File: src/rtl/anim_sequencer_if.sv
// anim_sequencer_if: pixel request / sprite ROM bus between LCD driver, ROM and sequencer
interface anim_sequencer_if #(
  parameter int ROM_AW = 19,
  parameter int PIX_W  = 16
);
  logic [7:0]        pix_x;
  logic [7:0]        pix_y;
  logic [ROM_AW-1:0] rom_addr;
  logic [PIX_W-1:0]  rom_data;
  logic [PIX_W-1:0]  pix_data;
  modport master (output pix_x, pix_y, rom_data, input rom_addr, pix_data);
  modport slave  (input pix_x, pix_y, rom_data, output rom_addr, pix_data);
endinterface

File: src/rtl/anim_sequencer.sv
// anim_sequencer: plays sprite-ROM animations, committing frame changes only on LCD frame ticks
module anim_sequencer #(
  parameter int              NUM_ANIM   = 4,
  parameter int              NUM_FRAMES = 4,
  parameter int              HOLD_TICKS = 8,
  parameter int              LCD_W      = 132,
  parameter int              LCD_H      = 162,
  parameter int              PIX_W      = 16,
  parameter logic [PIX_W-1:0] BG_COLOR  = 16'h0000,
  parameter int              ROM_AW     = $clog2(NUM_ANIM*NUM_FRAMES*LCD_W*LCD_H),
  parameter int              AW         = (NUM_ANIM > 1) ? $clog2(NUM_ANIM) : 1,
  parameter int              FW         = (NUM_FRAMES > 1) ? $clog2(NUM_FRAMES) : 1,
  parameter int              TW         = (HOLD_TICKS > 1) ? $clog2(HOLD_TICKS) : 1
) (
  input  logic          clk,
  input  logic          rst_n,
  input  logic          i_go,
  input  logic [AW-1:0] i_anim_sel,
  input  logic          i_stop,
  input  logic          i_loop_en,
  input  logic          i_frame_tick,
  anim_sequencer_if.slave bus,
  output logic          o_busy,
  output logic          o_anim_done,
  output logic [AW-1:0] o_cur_anim,
  output logic [FW-1:0] o_cur_frame
);
  typedef enum logic [1:0] {IDLE, PLAY, HOLD} state_t;
  state_t        r_state, w_state_n;
  logic [AW-1:0] r_anim, w_anim_n, r_idx;
  logic [FW-1:0] r_frame, w_frame_n;
  logic [TW-1:0] r_hold, w_hold_n;
  logic          r_done, w_done_n;
  logic          r_go_d, r_stop_d, r_go_req, r_stop_req;
  logic          r_sel1, r_sel2;
  logic          w_go_rise, w_stop_rise, w_sel;
  assign w_go_rise   = i_go & ~r_go_d;
  assign w_stop_rise = i_stop & ~r_stop_d;
  assign w_sel       = (r_state != IDLE) && (32'(bus.pix_x) < LCD_W) && (32'(bus.pix_y) < LCD_H);
  assign o_busy      = r_state != IDLE;
  assign o_anim_done = r_done;
  assign o_cur_anim  = r_anim;
  assign o_cur_frame = r_frame;
  always_ff @(posedge clk or negedge rst_n) begin
    if (!rst_n) begin
      r_go_d     <= 1'b0;
      r_stop_d   <= 1'b0;
      r_go_req   <= 1'b0;
      r_stop_req <= 1'b0;
      r_idx      <= '0;
    end else begin
      r_go_d   <= i_go;
      r_stop_d <= i_stop;
      if (i_frame_tick) begin
        if (r_stop_req) r_stop_req <= 1'b0;
        else if (r_go_req) r_go_req <= 1'b0;
      end
      // edges arriving on a tick cycle override the clear and wait for the next tick
      if (w_stop_rise) begin
        r_stop_req <= 1'b1;
        r_go_req   <= 1'b0;
      end else if (w_go_rise && (32'(i_anim_sel) < NUM_ANIM)) begin
        r_go_req <= 1'b1;
        r_idx    <= i_anim_sel;
      end
    end
  end
  always_ff @(posedge clk or negedge rst_n) begin
    if (!rst_n) begin
      r_state <= IDLE;
      r_anim  <= '0;
      r_frame <= '0;
      r_hold  <= '0;
      r_done  <= 1'b0;
    end else begin
      r_state <= w_state_n;
      r_anim  <= w_anim_n;
      r_frame <= w_frame_n;
      r_hold  <= w_hold_n;
      r_done  <= w_done_n;
    end
  end
  always_comb begin
    w_state_n = r_state;
    w_anim_n  = r_anim;
    w_frame_n = r_frame;
    w_hold_n  = r_hold;
    w_done_n  = 1'b0;
    if (i_frame_tick) begin
      if (r_stop_req) begin
        w_state_n = IDLE;
        w_anim_n  = '0;
        w_frame_n = '0;
        w_hold_n  = '0;
      end else if (r_go_req) begin
        w_state_n = PLAY;
        w_anim_n  = r_idx;
        w_frame_n = '0;
        w_hold_n  = '0;
      end else if (r_state == PLAY) begin
        if (32'(r_hold) == HOLD_TICKS - 1) begin
          w_hold_n = '0;
          if (32'(r_frame) == NUM_FRAMES - 1) begin
            w_done_n  = 1'b1;
            w_frame_n = i_loop_en ? '0 : r_frame;
            w_state_n = i_loop_en ? PLAY : HOLD;
          end else begin
            w_frame_n = r_frame + 1'b1;
          end
        end else begin
          w_hold_n = r_hold + 1'b1;
        end
      end
    end
  end
  // the select flag travels with the ROM read so pix_data lines up with rom_data
  always_ff @(posedge clk or negedge rst_n) begin
    if (!rst_n) begin
      bus.rom_addr <= '0;
      bus.pix_data <= BG_COLOR;
      r_sel1       <= 1'b0;
      r_sel2       <= 1'b0;
    end else begin
      bus.rom_addr <= w_sel ? ROM_AW'(((32'(r_anim)*NUM_FRAMES + 32'(r_frame))*LCD_H + 32'(bus.pix_y))*LCD_W + 32'(bus.pix_x)) : '0;
      r_sel1       <= w_sel;
      r_sel2       <= r_sel1;
      bus.pix_data <= r_sel2 ? bus.rom_data : BG_COLOR;
    end
  end
endmodule

File: src/flat_wrapper.sv
// flat-port wrapper written by rule: the top's interface ports become plain ports
module anim_sequencer_flat 
#(
  parameter int              NUM_ANIM   = 4,
  parameter int              NUM_FRAMES = 4,
  parameter int              HOLD_TICKS = 8,
  parameter int              LCD_W      = 132,
  parameter int              LCD_H      = 162,
  parameter int              PIX_W      = 16,
  parameter logic [PIX_W-1:0] BG_COLOR  = 16'h0000,
  parameter int              ROM_AW     = $clog2(NUM_ANIM*NUM_FRAMES*LCD_W*LCD_H),
  parameter int              AW         = (NUM_ANIM > 1) ? $clog2(NUM_ANIM) : 1,
  parameter int              FW         = (NUM_FRAMES > 1) ? $clog2(NUM_FRAMES) : 1,
  parameter int              TW         = (HOLD_TICKS > 1) ? $clog2(HOLD_TICKS) : 1
)
  (clk, rst_n, i_go, i_anim_sel, i_stop, i_loop_en, i_frame_tick, o_busy, o_anim_done, o_cur_anim, o_cur_frame, bus_pix_x, bus_pix_y, bus_rom_data, bus_rom_addr, bus_pix_data);
  anim_sequencer_if #(.ROM_AW(ROM_AW), .PIX_W(PIX_W)) bus_i ();
  input  logic clk;
  input  logic rst_n;
  input  logic i_go;
  input  logic [AW-1:0] i_anim_sel;
  input  logic i_stop;
  input  logic i_loop_en;
  input  logic i_frame_tick;
  output logic o_busy;
  output logic o_anim_done;
  output logic [AW-1:0] o_cur_anim;
  output logic [FW-1:0] o_cur_frame;
  input wire logic [$bits(bus_i.pix_x)-1:0] bus_pix_x;
  input wire logic [$bits(bus_i.pix_y)-1:0] bus_pix_y;
  input wire logic [$bits(bus_i.rom_data)-1:0] bus_rom_data;
  output wire logic [$bits(bus_i.rom_addr)-1:0] bus_rom_addr;
  output wire logic [$bits(bus_i.pix_data)-1:0] bus_pix_data;
  assign bus_i.pix_x = bus_pix_x;
  assign bus_i.pix_y = bus_pix_y;
  assign bus_i.rom_data = bus_rom_data;
  assign bus_rom_addr = bus_i.rom_addr;
  assign bus_pix_data = bus_i.pix_data;
  anim_sequencer #(.NUM_ANIM(NUM_ANIM), .NUM_FRAMES(NUM_FRAMES), .HOLD_TICKS(HOLD_TICKS), .LCD_W(LCD_W), .LCD_H(LCD_H), .PIX_W(PIX_W), .BG_COLOR(BG_COLOR), .ROM_AW(ROM_AW), .AW(AW), .FW(FW), .TW(TW)) u_core (.clk(clk), .rst_n(rst_n), .i_go(i_go), .i_anim_sel(i_anim_sel), .i_stop(i_stop), .i_loop_en(i_loop_en), .i_frame_tick(i_frame_tick), .bus(bus_i), .o_busy(o_busy), .o_anim_done(o_anim_done), .o_cur_anim(o_cur_anim), .o_cur_frame(o_cur_frame));
endmodule
File: config.mk
export PLATFORM = sky130hd
export DESIGN_NAME = anim_sequencer_flat
export DESIGN_NICKNAME = d
export VERILOG_FILES = /design/src/rtl/anim_sequencer_if.sv /design/src/rtl/anim_sequencer.sv /design/src/flat_wrapper.sv
export SDC_FILE = /design/constraint.sdc
export NUM_CORES = 1
export LEC_CHECK = 0
export ABC_AREA = 0
export ABC_CLOCK_PERIOD_IN_PS = 5500
export CORE_ASPECT_RATIO = 0.8
export CORE_UTILIZATION = 50
export CTS_CLUSTER_SIZE = 25
export DETAILED_ROUTE_END_ITERATION = 8
export PLACE_DENSITY = 0.89
export SYNTH_ARGS = -nofsm -noshare
export SYNTH_HDL_FRONTEND = slang
export SYNTH_SLANG_ARGS = --single-unit
File: constraint.sdc
create_clock -name clk -period 5.5 [get_ports clk]
set_input_delay 1.1 -clock clk [delete_from_list [all_inputs] [get_ports clk]]
set_output_delay 1.1 -clock clk [all_outputs]
set_load 0.05 [all_outputs]
-- Word level (Yosys, flattened, before mapping)
Cells that the tools add are included.
- register bits after elaboration: 53
- input bits: 40
- output and inout port bits: 41
- logic and storage cells: 80
- add/sub/neg operators: 5
- multiply operators: 2
- order comparisons: 2
- equal/unequal tests: 5
- multiplexer cells: 32
- bitwise logic cells: 5
- reductions and logical operators: 15
- operators by type and width (cell ; count):
    32-bit by 8-bit adder with 32-bit output ; 1
    32-bit by 6-bit multiplier with 17-bit output (second input constant) ; 1
    32-bit by 7-bit multiplier with 31-bit output (second input constant) ; 1
    2-bit 2-to-1 mux ; 14
    19-bit by 8-bit adder with 19-bit output ; 1
    19-bit 2-to-1 mux ; 1
    8-bit < comparator (second input constant) ; 2
    16-bit 2-to-1 mux ; 1
    1-bit 2-to-1 mux ; 12
    3-bit 2-to-1 mux ; 4
    3-bit nonzero test ; 4
    2-bit AND reduction ; 4
    4-bit AND reduction ; 2
    2-bit nonzero test ; 3
    4-bit by 2-bit adder with 5-bit output ; 1
    4-bit by 2-bit != test with 1-bit output (second input constant) ; 1
    3-bit by 1-bit adder with 3-bit output (second input constant) ; 1
    3-bit == test (second input constant) ; 1
    3-bit != test (second input constant) ; 1
    1-bit inverter ; 3
    2-bit by 1-bit adder with 2-bit output (second input constant) ; 1
    1-bit bitwise AND ; 2
    2-bit by 1-bit == test with 1-bit output (second input constant) ; 1
    2-bit == test (second input constant) ; 1
    1-bit logical AND ; 2

-- Depth between registers and ports, before layout
- word-level depth: 7
- mapped depth: 20
- mapped depth without buffers: 20

-- Worst setup path after synthesis
OpenSTA, ideal clock, no wires.
- path type: input to register
- start: input bus_pix_y[1]
- end: register u_core.bus.rom_addr[17]
- library setup time: 119 ps
- data arrival time: 4663 ps
- required time: 5381 ps
- setup slack: 718 ps
- cell stages on the path: 20
- buffers on the path: 0
- cell sequence: ha_1 > inv_1 > fa_1 > nor2b_1 > o31a_1 > o21a_1 > nor2_1 > ha_1 > ha_1 > ha_1 > inv_1 > fa_1 > xnor2_1 > a22oi_1 > o22ai_1 > nand3_2 > nor2_2 > and4_1 > xnor2_1 > nor2_1
- word-level cells in the longest chain between the ends: 4
- elaborated cells on any way between the ends: 6
- classes of those cells: add/sub: 2; mul: 1; order compare: 1; mux: 1; reduce/logical: 1
- ends and longest elaborated chain (what ; RTL line ; source):
    start: declaration ; flat_wrapper.sv:30 ; input wire logic [$bits(bus_i.pix_y)-1:0] bus_pix_y;
    32-bit by 8-bit adder with 32-bit output ; anim_sequencer.sv:124 ; bus.rom_addr <= w_sel ? ROM_AW'(((32'(r_anim)*NUM_FRAMES + 32'(r_frame))*LCD_H + 32'(bus.pix_y))*LCD_W + 32'(b ...
    32-bit by 6-bit multiplier with 17-bit output ; anim_sequencer.sv:124 ;
    19-bit by 8-bit adder with 19-bit output ; anim_sequencer.sv:124 ;
    19-bit 2-to-1 mux * ; anim_sequencer.sv:124 ;
    end signal: assignment ; anim_sequencer.sv:124 ;
    end: declaration ; anim_sequencer_if.sv:12 ; modport slave (input pix_x, pix_y, rom_data, output rom_addr, pix_data);
Mark *: on every way between the ends. The rest lies on a longest branch, timed or not.
A chain may end at the register's enable or synchronous reset.

-- Worst setup path after layout
Same ends and word-level chain as after synthesis.

==> results.md <==
* Main combinational cell family by area after synthesis: adder cells
* Synthesized Nets at 418
* CP max FO at 3
* CTS tree: done
* Root Driver: clkbuf_8
* Post-synth ARST share at 100%
* Nets at 510
* Post-Synthesis Cell Area at 3410 um2
* Rows at 26
* Worst setup SP type: primary input
* DRT iter0 DRCs at 107
* Top FF cell, synth: dfrtp_1
* Syn-to-layout area delta at 31.1%
* Post-synthesis xor/xnor area fraction at 7.60%
* Final ANT Viol Nets at 0
* First-pass GRT wire length at 11.2 mm
* Pint at 0.00143 W
* Sequential area share after synthesis at 38.9%
* Synth top area share at 38.9%
* Worst path required time at 5.67 ns
* Core area at 6470 um2
* Commonest cells after routing, fill and taps aside: 79 x clkdlybuf4s50_1, 53 x dfrtp_1, 44 x ha_1
* Clk pwr share at 8.2%
* Finished Cell Area at 4470 um2
* Worst Hold Path EP: u_core.r_sel2
* Drt pass-1 iters at 4
* Status: finished, final reports clean
* Synth Area in Compound Gates at 14.9%
* Worst Min Path Start: u_core.r_sel1
* Top Ports at 81
* Worst slew pin tran at 0.658 ns
* Max-cap violation count at 0
* Non-filler instance count after layout at 506
* R2R depth at 19
* Post-Synth Simple-Gate Area at 16.3%
* Fin Setup TNS at 0 ns
* Fin crit share at 96.1%
* RePlAce Congestion at 0.981
* Clk sink count at 53
* Endpoint class of the critical path: flip-flop
* Share of layout cells above drive strength 1 at 9.24%
* Max VDD drop at 0.332 mV
* Net Sw Frac at 45.7%
* Diodes inserted at 0
* Fmax at 0.189 GHz
* Area leader, netlist: dfrtp_1
* DP HPWL at 5.73 mm
* Yosys warning count at 0
* Hold crit path type: flip-flop to flip-flop
* Max-slew headroom at 56.1%
* Setup slack, reg-to-reg at 0.95 ns
* Clock-pin slew on the worst setup and hold paths at 0.09 ns
* CTS Buf Count at 5
* Via-to-Cell Ratio at 5.23
* Area post-placement at 4340 um2
* Largest net degree at the start of global routing at 54
* CTS Hold Bufs at 0
* Initial antenna violation count at 0
* Worst Clk Skew at 0.00625 ns
* Sequential group share of total power at 17.1%
* P_leak at 2.12 nW
* Vias post-DR at 2646
* Crit Path Class: primary input to flip-flop
* Multiplexer share of the synthesized area at 0.661%
* Horiz. Die Dim at 94.3 um
* Final setup vio count at 0
* Clk buf depth at 2
* Syn_area_per_cell at 10.4 um2
* Power Dens Cells at 591 nW/um2
* Clock latency at the later pin of the worst-skew pair at 0.30 ns
* Fin. max-slew vios at 0
* Clock H-tree levels at 2
* Number of synthesized flops with an enable pin at 0
* Die H at 75.8 um
* Combinational share of power at 74.7%
* Port bufs at 80
* Initial core utilization at 52.6%
* Register bit total from synthesis at 53
* Routed wire length at 7.04 mm
* DP Cell Count at 497
* Die area at 7150 um2
* DRC violation count after routing at 0
* Hold Violations, Final at 0
* Drt wl/cell at 13.9 um
* Commonest non-fill, non-tap cell in the layout: clkdlybuf4s50_1
* Distinct cells, synth at 57
* Net Switching at 0.00121 W
* RSZ-0062 raised after global routing: no
* Filler cells at 505
* R2R Path Start: u_core.o_cur_frame[0]
* Hold Crit Depth at 0
* Minimum clock period at 5.29 ns
* Mapped Cells at 329
* Vias in the first global route at 2486
* Arrival time worst endpoint at 5.46 ns
* Synth area leaders: dfrtp_1 39%, ha_1 17%, and2_1 3.7%
* Worst R2R End: u_core.bus.rom_addr[17]
* Grt ovf at 0
* GRT Util Overall at 20.5%
* Synthesized-area fraction occupied by adder cells at 18.7%
[metal layers]
layer	wire, um	part of all wire, %	track usage [%]	vias up
met5	0	0	0	-
met4	46	0.65	4.44	0
li1	-	-	-	1338
met2	3250	46	34.1	76
met1	3340	47	28.5	1228
met3	395	5.6	3.49	4
[cell type report]
type / instances / area (um2) / area share (%)
Sequential cell: 53 / 1330 / 29.7
Inverter: 22 / 82.6 / 1.85
Clock inverter: 2 / 13.8 / 0.308
Timing Repair Buffer: 88 / 856 / 19.2
Multi-Input combinational cell: 251 / 2010 / 45.0
Clock buffer: 6 / 72.6 / 1.62
Tap cell: 84 / 105 / 2.35
[Yosys cell counts (2+ instances only)]
cell type	n
o21a_1	2
a31oi_1	5
ha_1	46
o31ai_1	3
and2_1	20
xnor2_1	14
dfrtp_1	53
a22o_1	2
o2bb2ai_1	2
clkbuf_1	2
fa_1	3
o21ai_1	4
nand2_1	18
and3_1	5
nor2b_1	10
o2111ai_1	2
nor3_1	6
nor2_1	22
nand2b_1	4
a211oi_2	2
a21oi_1	16
xor2_2	2
o211ai_1	3
nand3_1	4
o21ai_0	11
mux2_2	2
xor2_1	10
a21o_1	5
or2_2	2
inv_1	22
[worst max path at each step]
stage / startpoint / end / cells past startpoint
global route: bus_pix_y[1] / u_core.bus.rom_addr[17] / 20
CTS: bus_pix_y[1] / u_core.bus.rom_addr[17] / 21
global placement: bus_pix_y[1] / u_core.bus.rom_addr[17] / 21
floorplan: bus_pix_y[1] / u_core.bus.rom_addr[17] / 20
detailed placement: bus_pix_y[1] / u_core.bus.rom_addr[17] / 21
finish: bus_pix_y[1] / u_core.bus.rom_addr[17] / 20
[through the flow]
step	total power (W)	worst slack, ns	hold slack (ns)	util [%]
after global placement	0.00229	0.0547	0.332	67.1
after global routing	0.00286	0.00203	0.374	69.0
final	0.00264	0.214	0.354	69.0
after detailed placement	0.00232	-0.0408	0.335	67.1
after floorplan	0.00182	0.718	0.331	-
after CTS	0.00256	0.263	0.355	68.4
[sequential cells by signal (all words and copies together), names as in the netlist, 2 cells and up]
name / count
u_core.r_hold: 3
u_core.r_state: 2
u_core.bus.pix_data: 16
u_core.r_idx: 2
u_core.o_cur_anim: 2
u_core.o_cur_frame: 2
u_core.bus.rom_addr: 19
[power by group through the flow]
stage	sequential [W]	combinational [W]	clock [W]
floorplan	0.000540	0.00128	0
finish	0.000451	0.00197	0.000216
detailed placement	0.000459	0.00186	0
CTS	0.000452	0.00188	0.000222
global route	0.000456	0.00217	0.000234
global placement	0.000457	0.00183	0
[logic make-up after synthesis]
logic type               Yosys count
adder cells (fa/ha/maj)           49
buffers and inverters             25
AO/OA/AOI/OAI                     71
flip-flops                        53
XOR/XNOR                          27
AND/OR/NAND/NOR                  102
multiplexers                       2
[critical path: stages]
cell and delay, ns:
clkdlybuf4s50_1 0.51, ha_2 0.21, inv_1 0.05, fa_1 0.39
nor2b_1 0.15, o31a_1 0.20, o21a_1 0.17, o21ai_0 0.10
xnor2_1 0.24, ha_1 0.28, ha_1 0.31, ha_1 0.33
nor2b_4 0.14, o31a_4 0.30, a211oi_2 0.28, o32ai_4 0.16
nor2_2 0.15, and4_1 0.22, xnor2_1 0.11, nor2_1 0.05
[what timing repair did]
action / 4_1_cts / 5_1_grt
gates resized for setup: 0 / 5
buffers inserted: 0 / 1
endpoints found under the setup margin: 0 / 3
Note: power is estimated with default switching activity, not from simulation.
